==> config.mk <==
export PLATFORM = sky130hd
export DESIGN_NAME = cp0_ctrl
export DESIGN_NICKNAME = d
export VERILOG_FILES = /design/src/rtl/cp0_ctrl.sv
export SDC_FILE = /design/constraint.sdc
export NUM_CORES = 1
export LEC_CHECK = 0
export CORE_ASPECT_RATIO = 1.5
export CORE_MARGIN = 8
export CORE_UTILIZATION = 45
export DETAILED_ROUTE_END_ITERATION = 12
export GPL_ROUTABILITY_DRIVEN = 0
export PLACE_DENSITY = 0.86
export SYNTH_ARGS = -nofsm -noshare
export SYNTH_HDL_FRONTEND = slang
export SYNTH_SLANG_ARGS = --single-unit
==> constraint.sdc <==
create_clock -name clk -period 4.6 [get_ports clk]
set_input_delay 1.15 -clock clk [delete_from_list [all_inputs] [get_ports clk]]
set_output_delay 1.15 -clock clk [all_outputs]
set_load 0.05 [all_outputs]
==> src/rtl/cp0_ctrl.sv <==
// rtl/cp0_ctrl.sv - MIPS-style coprocessor 0: Count/Compare timer, Status/Cause/EPC, exception and ERET handling
module cp0_ctrl #(
  parameter int          NUM_HW_INT   = 6,
  parameter int          COUNT_DIV    = 2,
  parameter logic [31:0] PRID_VALUE   = 32'h004C0102,
  parameter logic [31:0] STATUS_RESET = 32'h1040FF00
) (
  input  logic                  clk,
  input  logic                  rst,
  input  logic                  we,
  input  logic [4:0]            waddr,
  input  logic [4:0]            raddr,
  input  logic [31:0]           wdata,
  input  logic [NUM_HW_INT-1:0] hw_int,
  input  logic                  exc_valid,
  input  logic [4:0]            exc_code,
  input  logic [31:0]           exc_pc,
  input  logic                  exc_bd,
  input  logic [31:0]           exc_badva,
  input  logic                  eret,
  output logic [31:0]           rdata,
  output logic [31:0]           status,
  output logic [31:0]           cause,
  output logic [31:0]           epc,
  output logic                  int_req
);

  // Status bits software may change: IM[15:8], EXL, IE
  localparam logic [31:0] STATUS_WMASK = 32'h0000FF03;

  logic [31:0] count_q, compare_q, status_q, status_n, epc_q, badva_q;
  logic [4:0]  presc_q;
  logic [4:0]  exccode_q;
  logic [5:0]  ip_hw_q;
  logic [1:0]  ip_sw_q;
  logic        ti_q, bd_q, iv_q;
  logic        wr_count, wr_compare, wr_status, wr_cause, wr_epc;

  assign wr_count   = we && (waddr == 5'd9);
  assign wr_compare = we && (waddr == 5'd11);
  assign wr_status  = we && (waddr == 5'd12);
  assign wr_cause   = we && (waddr == 5'd13);
  assign wr_epc     = we && (waddr == 5'd14);

  // Exception sets EXL and outranks ERET; both outrank an MTC0 to Status
  always_comb begin
    status_n = status_q;
    if (wr_status)
      status_n = (wdata & STATUS_WMASK) | (STATUS_RESET & ~STATUS_WMASK);
    if (exc_valid)
      status_n[1] = 1'b1;
    else if (eret)
      status_n[1] = 1'b0;
  end

  always_ff @(posedge clk) begin
    if (rst) begin
      count_q   <= '0;
      compare_q <= '0;
      presc_q   <= '0;
      ti_q      <= 1'b0;
      ip_hw_q   <= '0;
      ip_sw_q   <= '0;
      iv_q      <= 1'b0;
      bd_q      <= 1'b0;
      exccode_q <= '0;
      status_q  <= STATUS_RESET;
      epc_q     <= '0;
      badva_q   <= '0;
    end else begin
      if (wr_count) begin
        count_q <= wdata;
        presc_q <= '0;
      end else if (presc_q == 5'(COUNT_DIV - 1)) begin
        count_q <= count_q + 32'd1;
        presc_q <= '0;
      end else begin
        presc_q <= presc_q + 5'd1;
      end

      if (wr_compare) begin
        compare_q <= wdata;
        ti_q      <= 1'b0;
      end else if (count_q == compare_q) begin
        ti_q <= 1'b1;
      end

      ip_hw_q <= 6'(hw_int);

      if (wr_cause) begin
        iv_q    <= wdata[23];
        ip_sw_q <= wdata[9:8];
      end

      status_q <= status_n;

      // A nested exception (EXL already set) keeps the original EPC/BD
      if (exc_valid) begin
        exccode_q <= exc_code;
        if (!status_q[1]) begin
          epc_q <= exc_bd ? exc_pc - 32'd4 : exc_pc;
          bd_q  <= exc_bd;
        end
        if (exc_code == 5'd4 || exc_code == 5'd5)
          badva_q <= exc_badva;
      end else if (wr_epc) begin
        epc_q <= wdata;
      end
    end
  end

  assign cause = {bd_q, ti_q, 6'b0, iv_q, 7'b0, ip_hw_q[5] | ti_q, ip_hw_q[4:0],
                  ip_sw_q, 1'b0, exccode_q, 2'b0};
  assign status = status_q;
  assign epc    = epc_q;

  assign int_req = status_q[0] & ~status_q[1] & (|(cause[15:8] & status_q[15:8]));

  always_comb begin
    rdata = '0;
    case (raddr)
      5'd8:    rdata = badva_q;
      5'd9:    rdata = count_q;
      5'd11:   rdata = compare_q;
      5'd12:   rdata = status_q;
      5'd13:   rdata = cause;
      5'd14:   rdata = epc_q;
      5'd15:   rdata = PRID_VALUE;
      5'd16:   rdata = 32'h00008000;
      default: rdata = '0;
    endcase
  end

endmodule

Word level (Yosys, flattened, before mapping). Cells that the tools add are included.

Input bits: 123. Bits in registers: 159.

Reduce and logical (&&, ||, !) cells: 15. Equality and inequality tests: 18. $add $sub $neg: 3. Bitwise logic cells: 5. Muxes and demuxes: 10.

Operators by type and width (count): $pmux 32 s8 (1); $mux 32 (6); $eq 5x4->1 const B (12); $add 32x1->32 const B (1); $eq 32x32->1 (1); $sub 32x3->32 const B (1); $eq 5x3->1 const B (2); $and 8x8->8 (1); $reduce_or 8->1 (1); $reduce_and 2->1 (3); $add 5x1->5 const B (1); $eq 5x1->1 const B (1); $eq 5x5->1 const B (1); $logic_and 1x1->1 (5); $reduce_bool 2->1 (2); $reduce_bool 3->1 (1); $reduce_or 3->1 (1); $and 1x1->1 (2); $mux 1 (2); $mux 2 (1); $ne 2x2->1 const B (1); $reduce_or 2->1 (1); $logic_or 1x1->1 (1); $not 1->1 (1); $or 1x1->1 (1).

Logic depth before layout (Yosys ltp). Gate-level depths: netlist of the first run.

Word-level depth: 5. Depth in mapped cells: 8.

Worst setup path after synthesis of the first run. No wires, ideal clock.

Path kind: input to output. Start: in raddr[4]. End: out rdata[1]. Required time: 3.450 ns. Buffers on the path: 1. Slack: 0.902 ns. Stages: 5. Arrival time: 2.548 ns. Path through: nand2b_1 -> nor4_1 -> clkbuf_1 -> a22oi_1 -> nand4_1.

Word-level cells in the longest chain between the ends: 2.

Ends and longest elaborated chain: from (decl) (line 12) `input logic [4:0] raddr,`; $eq 5x5->1 / $eq 5x4->1 (equally long branches) (line 121) `case (raddr)`; $pmux 32 s8 * (line 121); to (decl) (line 21) `output logic [31:0] rdata,`.

Mark *: on every way between the ends. The rest lies on a longest branch, timed or not.

Final worst setup path of the first run.
Start: in raddr[2]. End: out rdata[9].

Same word-level chain as after synthesis.

==> metrics.log, run 1 <==
INFO  metric layout_setup_ws = 0.295 ns
INFO  metric global_route.usage.met2 = 0.433
INFO  metric clk_pin_slew_worst_paths = 0.07 ns
INFO  metric count_of_buffers_inserted_at_the_top_level_ports = between 200 and 250
INFO  metric grt_first_pass_wirelength = slightly above 50 mm
INFO  metric multi_input_combinational_cell_area = 0.00502 mm2
INFO  metric worstSetupPathType = input port to output pin
INFO  metric n_antenna_cell = 0
INFO  metric post-synth-top-area-fraction = 0.365
INFO  metric cts_hold_repair.buffers = 0
INFO  metric io-pin-count = 252
INFO  metric synth.distinct_cells = 66
INFO  metric run_status = finished, final reports clean
INFO  metric yosysSeqAreaShare = 0.365
INFO  metric routed_wire_length_per_instance = approximately 22 um
INFO  metric vdd_drop_max = 0.277 mV
INFO  metric grt_start_max_net_pins = 72
INFO  metric finalCoreUtilization = 0.616
INFO  metric route.final.wire_length = ~33 mm
INFO  metric timing.reg2reg.worst_path_depth = 6
INFO  metric worst_setup_path_end_kind = output pin
INFO  metric grt_pass1_vias = 9091
INFO  metric achievable-frequency = approximately 0.23 GHz
INFO  metric timing.max_cap.violations = 0
INFO  metric die_height = 187 um
INFO  metric cp_data_arrival_time = 3.16 ns
INFO  metric clock_tree.htree_level_count = 4
INFO  metric design.core.area = between 0.015 and 0.02 mm2
INFO  metric class_of_the_most_critical_hold_timing_path = flop to flop
INFO  metric avgSynthCellArea = 7.84 um2
INFO  metric startpoint_of_the_worst_hold_path = badva_q[10]$_SDFFE_PP0P_
INFO  metric worst_r2r_startpoint = presc_q[0]$_SDFF_PP0_
INFO  metric slew_viol_final = 0
INFO  metric crit_required = 3.45 ns
INFO  metric layout_worst_path_cycle_share = 0.936
INFO  metric synthMostInstantiatedCell = sky130_fd_sc_hd__nand2_1
INFO  metric globalRouteOverflowTotal = 0
INFO  metric synthTopCellsByArea = sky130_fd_sc_hd__dfxtp_1 36%, sky130_fd_sc_hd__nand2_1 9.5%, sky130_fd_sc_hd__xnor2_1 5.8%, sky130_fd_sc_hd__a22oi_1 5.2%, sky130_fd_sc_hd__a21oi_1 5.0%
INFO  metric timing.final.setup_violations = 0
INFO  metric initial_core_util = 0.457
INFO  metric vias = 9357
INFO  metric synth.cells.most_frequent = 221 x sky130_fd_sc_hd__nand2_1, 159 x sky130_fd_sc_hd__dfxtp_1, 87 x sky130_fd_sc_hd__a21oi_1, 74 x sky130_fd_sc_hd__clkbuf_1, 65 x sky130_fd_sc_hd__nor2_1
INFO  metric setup_fix_buffers_added_after_clock_tree_synthesis = 0
INFO  metric nets = between 1000 and 1500
INFO  metric area_growth = 34.7%
INFO  metric synth_seq_cells = 159
INFO  metric worst-path-max-fanout = 13
INFO  metric tritoncts.num_buffers = 17
INFO  metric timing.slew.headroom = 0.232
INFO  metric r2r_slack = 1.99 ns
INFO  metric worst_pin_slew = between 1 and 1.5 ns
INFO  metric power.static_leakage = just over 4 nW
INFO  metric min_path_cells = 2
INFO  metric dp_hpwl = 24.9 mm
INFO  metric clkSinkCount = 159
INFO  metric synth_enable_flop_cells = 0
INFO  metric synth_flop_cell = sky130_fd_sc_hd__dfxtp_1
INFO  metric ys_warn_count = 0
INFO  metric met3_usage_grt = 0.0796
INFO  metric grt_util_met1 = 0.314
INFO  metric fin_setup_tns = 0 ns
INFO  metric synth_area_leader_cell = sky130_fd_sc_hd__dfxtp_1
INFO  metric hold_violations = 0
INFO  metric drc = 0
INFO  metric clk-insertion-delay-late = 0.44 ns
INFO  metric grt_setup_unrepaired = no
INFO  metric pwr_density_cell = 305 mW/mm2
INFO  metric vias_per_cell = between 6 and 7
INFO  metric r2r-end = count_q[24]$_SDFFE_PP0P_
INFO  metric clockBufferDepth = 2
INFO  metric clock_tree_from_tritoncts = yes
INFO  metric fill_cells = around 1600
INFO  metric clock_root_buffer = sky130_fd_sc_hd__clkbuf_16
INFO  metric drtIter0Drc = 1072
INFO  metric row_count = 62
INFO  metric ant_nets = 0
INFO  metric post_place_worst_slack = 0.379 ns
INFO  metric grt_busiest_layer = met2
INFO  metric hold_slack = approximately 0.46 ns
INFO  metric timing.hold.worst_endpoint = badva_q[10]$_SDFFE_PP0P_
INFO  metric post_cts_resized = 0
INFO  metric die-area = 0.0242 mm2
INFO  metric worstSetupStartpointType = input port
INFO  metric gr-usage-all-layers = 0.271
INFO  metric drive_gt1_frac = 0.0810
INFO  metric fraction_of_registers_with_async_set_or_reset_after_synthesis = 0
INFO  metric fin_worst_skew = 0.0133 ns
INFO  metric detailedRoute.firstPassIterationCount = 6
INFO  metric syn-cell-area = about 0.0087 mm2
INFO  metric postSynthCellCount = 1112
INFO  metric die_width = 130 um
INFO  metric grt_antenna_before_repair = 0
INFO  metric period_needed = roughly 4.3 ns
INFO  metric ff_latch_area = ~0.0032 mm2
## sequential cells by signal (all words and copies together) (netlist names)
register / cells
badva_q: 32
compare_q: 32
count_q: 32
epc: 32
status: 10
ip_hw_q: 6
exccode_q: 5
presc_q: 5
ip_sw_q: 2
bd_q: 1
iv_q: 1
ti_q: 1
## cells by family after synthesis
| group | synth area share |
|---|---|
| muxes | 0.0235 |
| AOI/OAI and AO/OA | 0.197 |
| other | 0.000861 |
| xor gates and xnor gates | 0.0854 |
| DFF | 0.365 |
| adders and majority gates | 0.00574 |
| and+or+nand+nor | 0.245 |
| buffers and inverters | 0.0779 |
## power breakdown
group	internal (W)	leakage [nW]	switching [W]	total, W
Clock	0.000779	0.280	0.000638	0.00142
Combinational	0.000255	2.52	0.000416	0.000671
Sequential	0.00143	1.29	0.0000673	0.00149
## per-layer routing
metal	vias to the layer above	part of all wire
met4	0	0.051
met2	665	0.47
li1	4214	-
met1	4353	0.36
met5	-	0
met3	125	0.12
## placed cells by master, fill, tap and decap left out, types with 7 or more instances in the layout
| cell | synthesis | final |
|---|---|---|
| sky130_fd_sc_hd__dfxtp_1 | 159 | 159 |
| sky130_fd_sc_hd__nand3_1 | 44 | 44 |
| sky130_fd_sc_hd__nand2_1 | 221 | 221 |
| sky130_fd_sc_hd__o21ai_0 | 16 | 16 |
| sky130_fd_sc_hd__a222oi_1 | 11 | 11 |
| sky130_fd_sc_hd__conb_1 | 2 | 38 |
| sky130_fd_sc_hd__xor2_1 | 27 | 27 |
| sky130_fd_sc_hd__and3_1 | 11 | 11 |
| sky130_fd_sc_hd__a21oi_1 | 87 | 86 |
| sky130_fd_sc_hd__inv_1 | 7 | 7 |
| sky130_fd_sc_hd__or3_1 | 8 | 8 |
| sky130_fd_sc_hd__mux2i_1 | 16 | 16 |
| sky130_fd_sc_hd__clkdlybuf4s50_1 | 0 | 179 |
| sky130_fd_sc_hd__nor2_1 | 65 | 64 |
| sky130_fd_sc_hd__buf_12 | 0 | 35 |
| sky130_fd_sc_hd__nor4_1 | 16 | 15 |
| sky130_fd_sc_hd__buf_4 | 46 | 14 |
| sky130_fd_sc_hd__nand4_1 | 22 | 22 |
| sky130_fd_sc_hd__nor2b_1 | 7 | 7 |
| sky130_fd_sc_hd__o22ai_1 | 7 | 7 |
| sky130_fd_sc_hd__a211oi_1 | 31 | 31 |
| sky130_fd_sc_hd__clkbuf_16 | 0 | 17 |
| sky130_fd_sc_hd__a22oi_1 | 60 | 60 |
| sky130_fd_sc_hd__xnor2_1 | 58 | 58 |
| sky130_fd_sc_hd__nor3_1 | 16 | 14 |
## metrics by stage
step | cell area (um2) | power, W | instances
finish | 11700 | 0.00358 | 1540
global route | 11700 | 0.00368 | 1540
global placement | 11200 | 0.00217 | 1508
CTS | 11700 | 0.00356 | 1540
floorplan | 8860 | 0.00191 | 1148
detailed placement | 11200 | 0.00218 | 1508
## how the worst max path moves through the flow
stage | start | end | slack (ns) | cells past startpoint
4_1_cts | raddr[2] | rdata[8] | 0.36 | 7
6_report | raddr[2] | rdata[9] | 0.29 | 7
2_1_floorplan | raddr[4] | rdata[1] | 0.90 | 5
5_1_grt | raddr[2] | rdata[9] | 0.24 | 7
3_3_place_gp | raddr[2] | rdata[10] | 0.48 | 7
3_5_place_dp | raddr[2] | rdata[8] | 0.38 | 7
## area by class of cell
cell class                      instances  share of cell area
Timing Repair Buffer                  229               0.222
Clock inverter                         14              0.0130
Tap cell                              256              0.0273
Multi-Input combinational cell        857               0.428
Sequential cell                       159               0.271
Inverter                                7             0.00224
Clock buffer                           18              0.0374
## critical path: stages
cell and delay, ns:
sky130_fd_sc_hd__clkdlybuf4s50_1 0.65, sky130_fd_sc_hd__nand3b_1 0.22, sky130_fd_sc_hd__nor2_1 0.39, sky130_fd_sc_hd__buf_4 0.33, sky130_fd_sc_hd__a22oi_1 0.13, sky130_fd_sc_hd__nand3_1 0.13, sky130_fd_sc_hd__buf_12 0.15
Power figures use the tool's default switching activity.
==> run 2, diff against run 1 <==
--- a/config.mk
+++ b/config.mk
@@ -10,6 +10,7 @@
 export CORE_UTILIZATION = 45
 export DETAILED_ROUTE_END_ITERATION = 12
 export GPL_ROUTABILITY_DRIVEN = 0
+export GPL_TIMING_DRIVEN = 0
 export PLACE_DENSITY = 0.86
 export SYNTH_ARGS = -nofsm -noshare
 export SYNTH_HDL_FRONTEND = slang
==> run 2 against run 1 <==
The flow now finishes with violations (design-rule violations). Via count up 7.6%. First-iteration DRC count up 15%. Sequential cell count unchanged. Critical path type unchanged. Largest cell class unchanged. Final area up 1.9%.
==> metrics.log, run 2 (same netlist as run 1, synthesis figures left out) <==
INFO  metric timing.reg2reg.worst_path_depth = 7 (+1)
INFO  metric cts_hold_repair.buffers = 0 (unchanged)
INFO  metric io-pin-count = 252 (unchanged)
INFO  metric met3_usage_grt = 0.103 (+0.0231)
INFO  metric clkSinkCount = 159 (unchanged)
INFO  metric worst_setup_path_end_kind = output pin
INFO  metric route.final.wire_length = 37.5 mm (+12%)
INFO  metric clock_root_buffer = sky130_fd_sc_hd__clkbuf_16
INFO  metric detailedRoute.firstPassIterationCount = 10 (+4)
INFO  metric clk-insertion-delay-late = 0.43 ns (about the same)
INFO  metric global_route.usage.met2 = 0.490 (+0.0575)
INFO  metric period_needed = 4.55 ns (+0.246 ns)
INFO  metric postLayoutCellArea = 0.0120 mm2 (+1.9%)
INFO  metric vias_per_cell = 6.11 (+0.52%)
INFO  metric finalPower = 0.00369 W (+3.0%)
INFO  metric fin_worst_skew = 0.00751 ns (-0.00580 ns)
INFO  metric count_of_buffers_inserted_at_the_top_level_ports = 211 (-0.94%)
INFO  metric design.core.area = 0.0191 mm2 (unchanged)
INFO  metric die-area = 0.0242 mm2 (unchanged)
INFO  metric cell_area_after_placement = 0.0113 mm2 (+1.2%)
INFO  metric clock_tree_from_tritoncts = yes
INFO  metric power.static_leakage = 4.32 nW (+5.6%)
INFO  metric vias = 10071 (+7.6%)
INFO  metric ant_nets = 0 (unchanged)
INFO  metric timing.max_cap.violations = 0 (unchanged)
INFO  metric n_antenna_cell = 0 (unchanged)
INFO  metric nets = 1507 (+7.8%)
INFO  metric clk_pin_slew_worst_paths = 0.06 ns (about the same)
INFO  metric vdd_drop_max = 0.271 mV (-2.3%)
INFO  metric grt_pass1_vias = 10073 (+11%)
INFO  metric layout_setup_ws = 0.0494 ns (-0.246 ns)
INFO  metric drc = 1 (+1)
INFO  metric dp_hpwl = 28.4 mm (+14%)
INFO  metric layout_worst_path_cycle_share = 0.989 (+0.0534)
INFO  metric worst-path-max-fanout = 10 (-3)
INFO  metric drtIter0Drc = 1238 (+15%)
INFO  metric class_of_the_most_critical_hold_timing_path = flop to flop
INFO  metric grt_busiest_layer = met2
INFO  metric crit_required = 3.45 ns (about the same)
INFO  metric slew_viol_final = 0 (unchanged)
INFO  metric tritoncts.num_buffers = 17 (unchanged)
INFO  metric timing.final.setup_violations = 0 (unchanged)
INFO  metric timing.slew.headroom = 0.354 (+0.122)
INFO  metric gr-usage-all-layers = 0.304 (+0.0332)
INFO  metric grt_util_met1 = 0.319 (+0.00423)
INFO  metric drive_gt1_frac = 0.105 (+0.0238)
INFO  metric area_growth = 37.2%
INFO  metric place_inst = 1616 (+7.2%)
INFO  metric achievable-frequency = 0.220 GHz (-5.4%)
INFO  metric routed_wire_length_per_instance = 22.7 um (+4.7%)
INFO  metric min_path_cells = 2 (unchanged)
INFO  metric grt_antenna_before_repair = 0 (unchanged)
INFO  metric grt_start_max_net_pins = 17 (-76%)
INFO  metric post_place_worst_slack = -0.866 ns (-1.24 ns)
INFO  metric clockBufferDepth = 2 (unchanged)
INFO  metric clock_tree.htree_level_count = 4 (unchanged)
INFO  metric worstSetupPathType = input port to output pin
INFO  metric grt_setup_unrepaired = no
INFO  metric worstSetupStartpointType = input port
INFO  metric grt_first_pass_wirelength = 56.2 mm (+9.8%)
INFO  metric failed_checks = design-rule violations
INFO  metric pwr_density_cell = 308 mW/mm2 (+1.1%)
INFO  metric cp_data_arrival_time = 3.40 ns (+0.24 ns)
INFO  metric finish.cell_count_without_fillers = 1649 (+7.1%)
INFO  metric hold_violations = 0 (unchanged)
INFO  metric run_status = finished, violations left
INFO  metric row_count = 62 (unchanged)
INFO  metric final_cell_mix = 221 x sky130_fd_sc_hd__nand2_1, 178 x sky130_fd_sc_hd__clkdlybuf4s50_1, 159 x sky130_fd_sc_hd__dfxtp_1
INFO  metric mostFrequentLayoutCell = sky130_fd_sc_hd__nand2_1
INFO  metric die_width = 130 um (unchanged)
INFO  metric initial_core_util = 0.457 (unchanged)
INFO  metric globalRouteOverflowTotal = 0 (unchanged)
INFO  metric worst_pin_slew = 0.968 ns (-0.185 ns)
INFO  metric die_height = 187 um (unchanged)
==> run 2: cell types whose count changed in the layout (fill, tap and decap cells not counted), sizes merged, moves of 2 or more <==
cell and change:
dlymetal6s2s +2, clkdlybuf4s15 +21, bufinv +2, clkinvlp -3, buf +3, inv -4, clkbuf +90
==> run 2: cell type report <==
| class | count | area [um2] |
|---|---|---|
| sequential | 159 | 3180 |
| clock buffer | 24 | 472 |
| tap | 256 | 320 |
| multi-input combinational | 857 | 5050 |
| fill | 1648 | 7120 |
| timing repair buffer | 213 | 2110 |
| clock inverter | 8 | 130 |
| inverter | 7 | 26.3 |
| buffer | 125 | 677 |
==> run 2: path summary, 6_finish.rpt <==
kind | from | endpoint | slack (ns)
worst min-delay path | badva_q[12]$_SDFFE_PP0P_ | badva_q[12]$_SDFFE_PP0P_ | 0.46
worst max-delay path | raddr[4] | rdata[17] | 0.05
worst max register to register | count_q[3]$_SDFFE_PP0P_ | count_q[23]$_SDFFE_PP0P_ | 1.86
worst min register to register | badva_q[12]$_SDFFE_PP0P_ | badva_q[12]$_SDFFE_PP0P_ | 0.46
==> run 2: through the flow <==
step / TNS, ns / hold slack (ns) / utilization
after CTS: -0.00710 / 0.458 / 0.627
after global routing: 0 / 0.490 / 0.627
final: 0 / 0.458 / 0.627
after global placement: -18.75 / 0.446 / 0.592
after floorplan: 0 / 0.433 / -
after detailed placement: -20.68 / 0.451 / 0.592
==> run 2: worst max-delay path, stage by stage <==
cell and delay [ns]:
sky130_fd_sc_hd__clkdlybuf4s50_1 0.44, sky130_fd_sc_hd__nand2b_1 0.32, sky130_fd_sc_hd__nor3_2 0.40, sky130_fd_sc_hd__clkbuf_2 0.44, sky130_fd_sc_hd__a22oi_1 0.13, sky130_fd_sc_hd__nand2_1 0.14
sky130_fd_sc_hd__clkdlybuf4s15_2 0.38
==> run 2: what timing repair did <==
action                                  4_1_cts  5_1_grt
buffers inserted                              0        1
cloned                                        0        0
endpoints found under the setup margin       32       32
pin swaps                                     0        1
gates resized for setup                      99       24
==> run 2: layer usage <==
metal / share of wire / wire (um)
met1: 0.33 / 12400
met2: 0.46 / 17200
met3: 0.13 / 4900
met4: 0.080 / 3010
met5: 0 / 0
==> run 2: power by group <==
part,switching (W),internal (W)
registers,0.0000662,0.00143
logic,0.000450,0.000274
clock network,0.000585,0.000887
==> run 3, diff against run 2 <==
--- a/config.mk
+++ b/config.mk
@@ -10,7 +10,6 @@
 export CORE_UTILIZATION = 45
 export DETAILED_ROUTE_END_ITERATION = 12
 export GPL_ROUTABILITY_DRIVEN = 0
-export GPL_TIMING_DRIVEN = 0
 export PLACE_DENSITY = 0.86
 export SYNTH_ARGS = -nofsm -noshare
 export SYNTH_HDL_FRONTEND = slang
==> results of run 3 <==
Same layout as run 1: the final DEF is identical, and so are final timing and power.
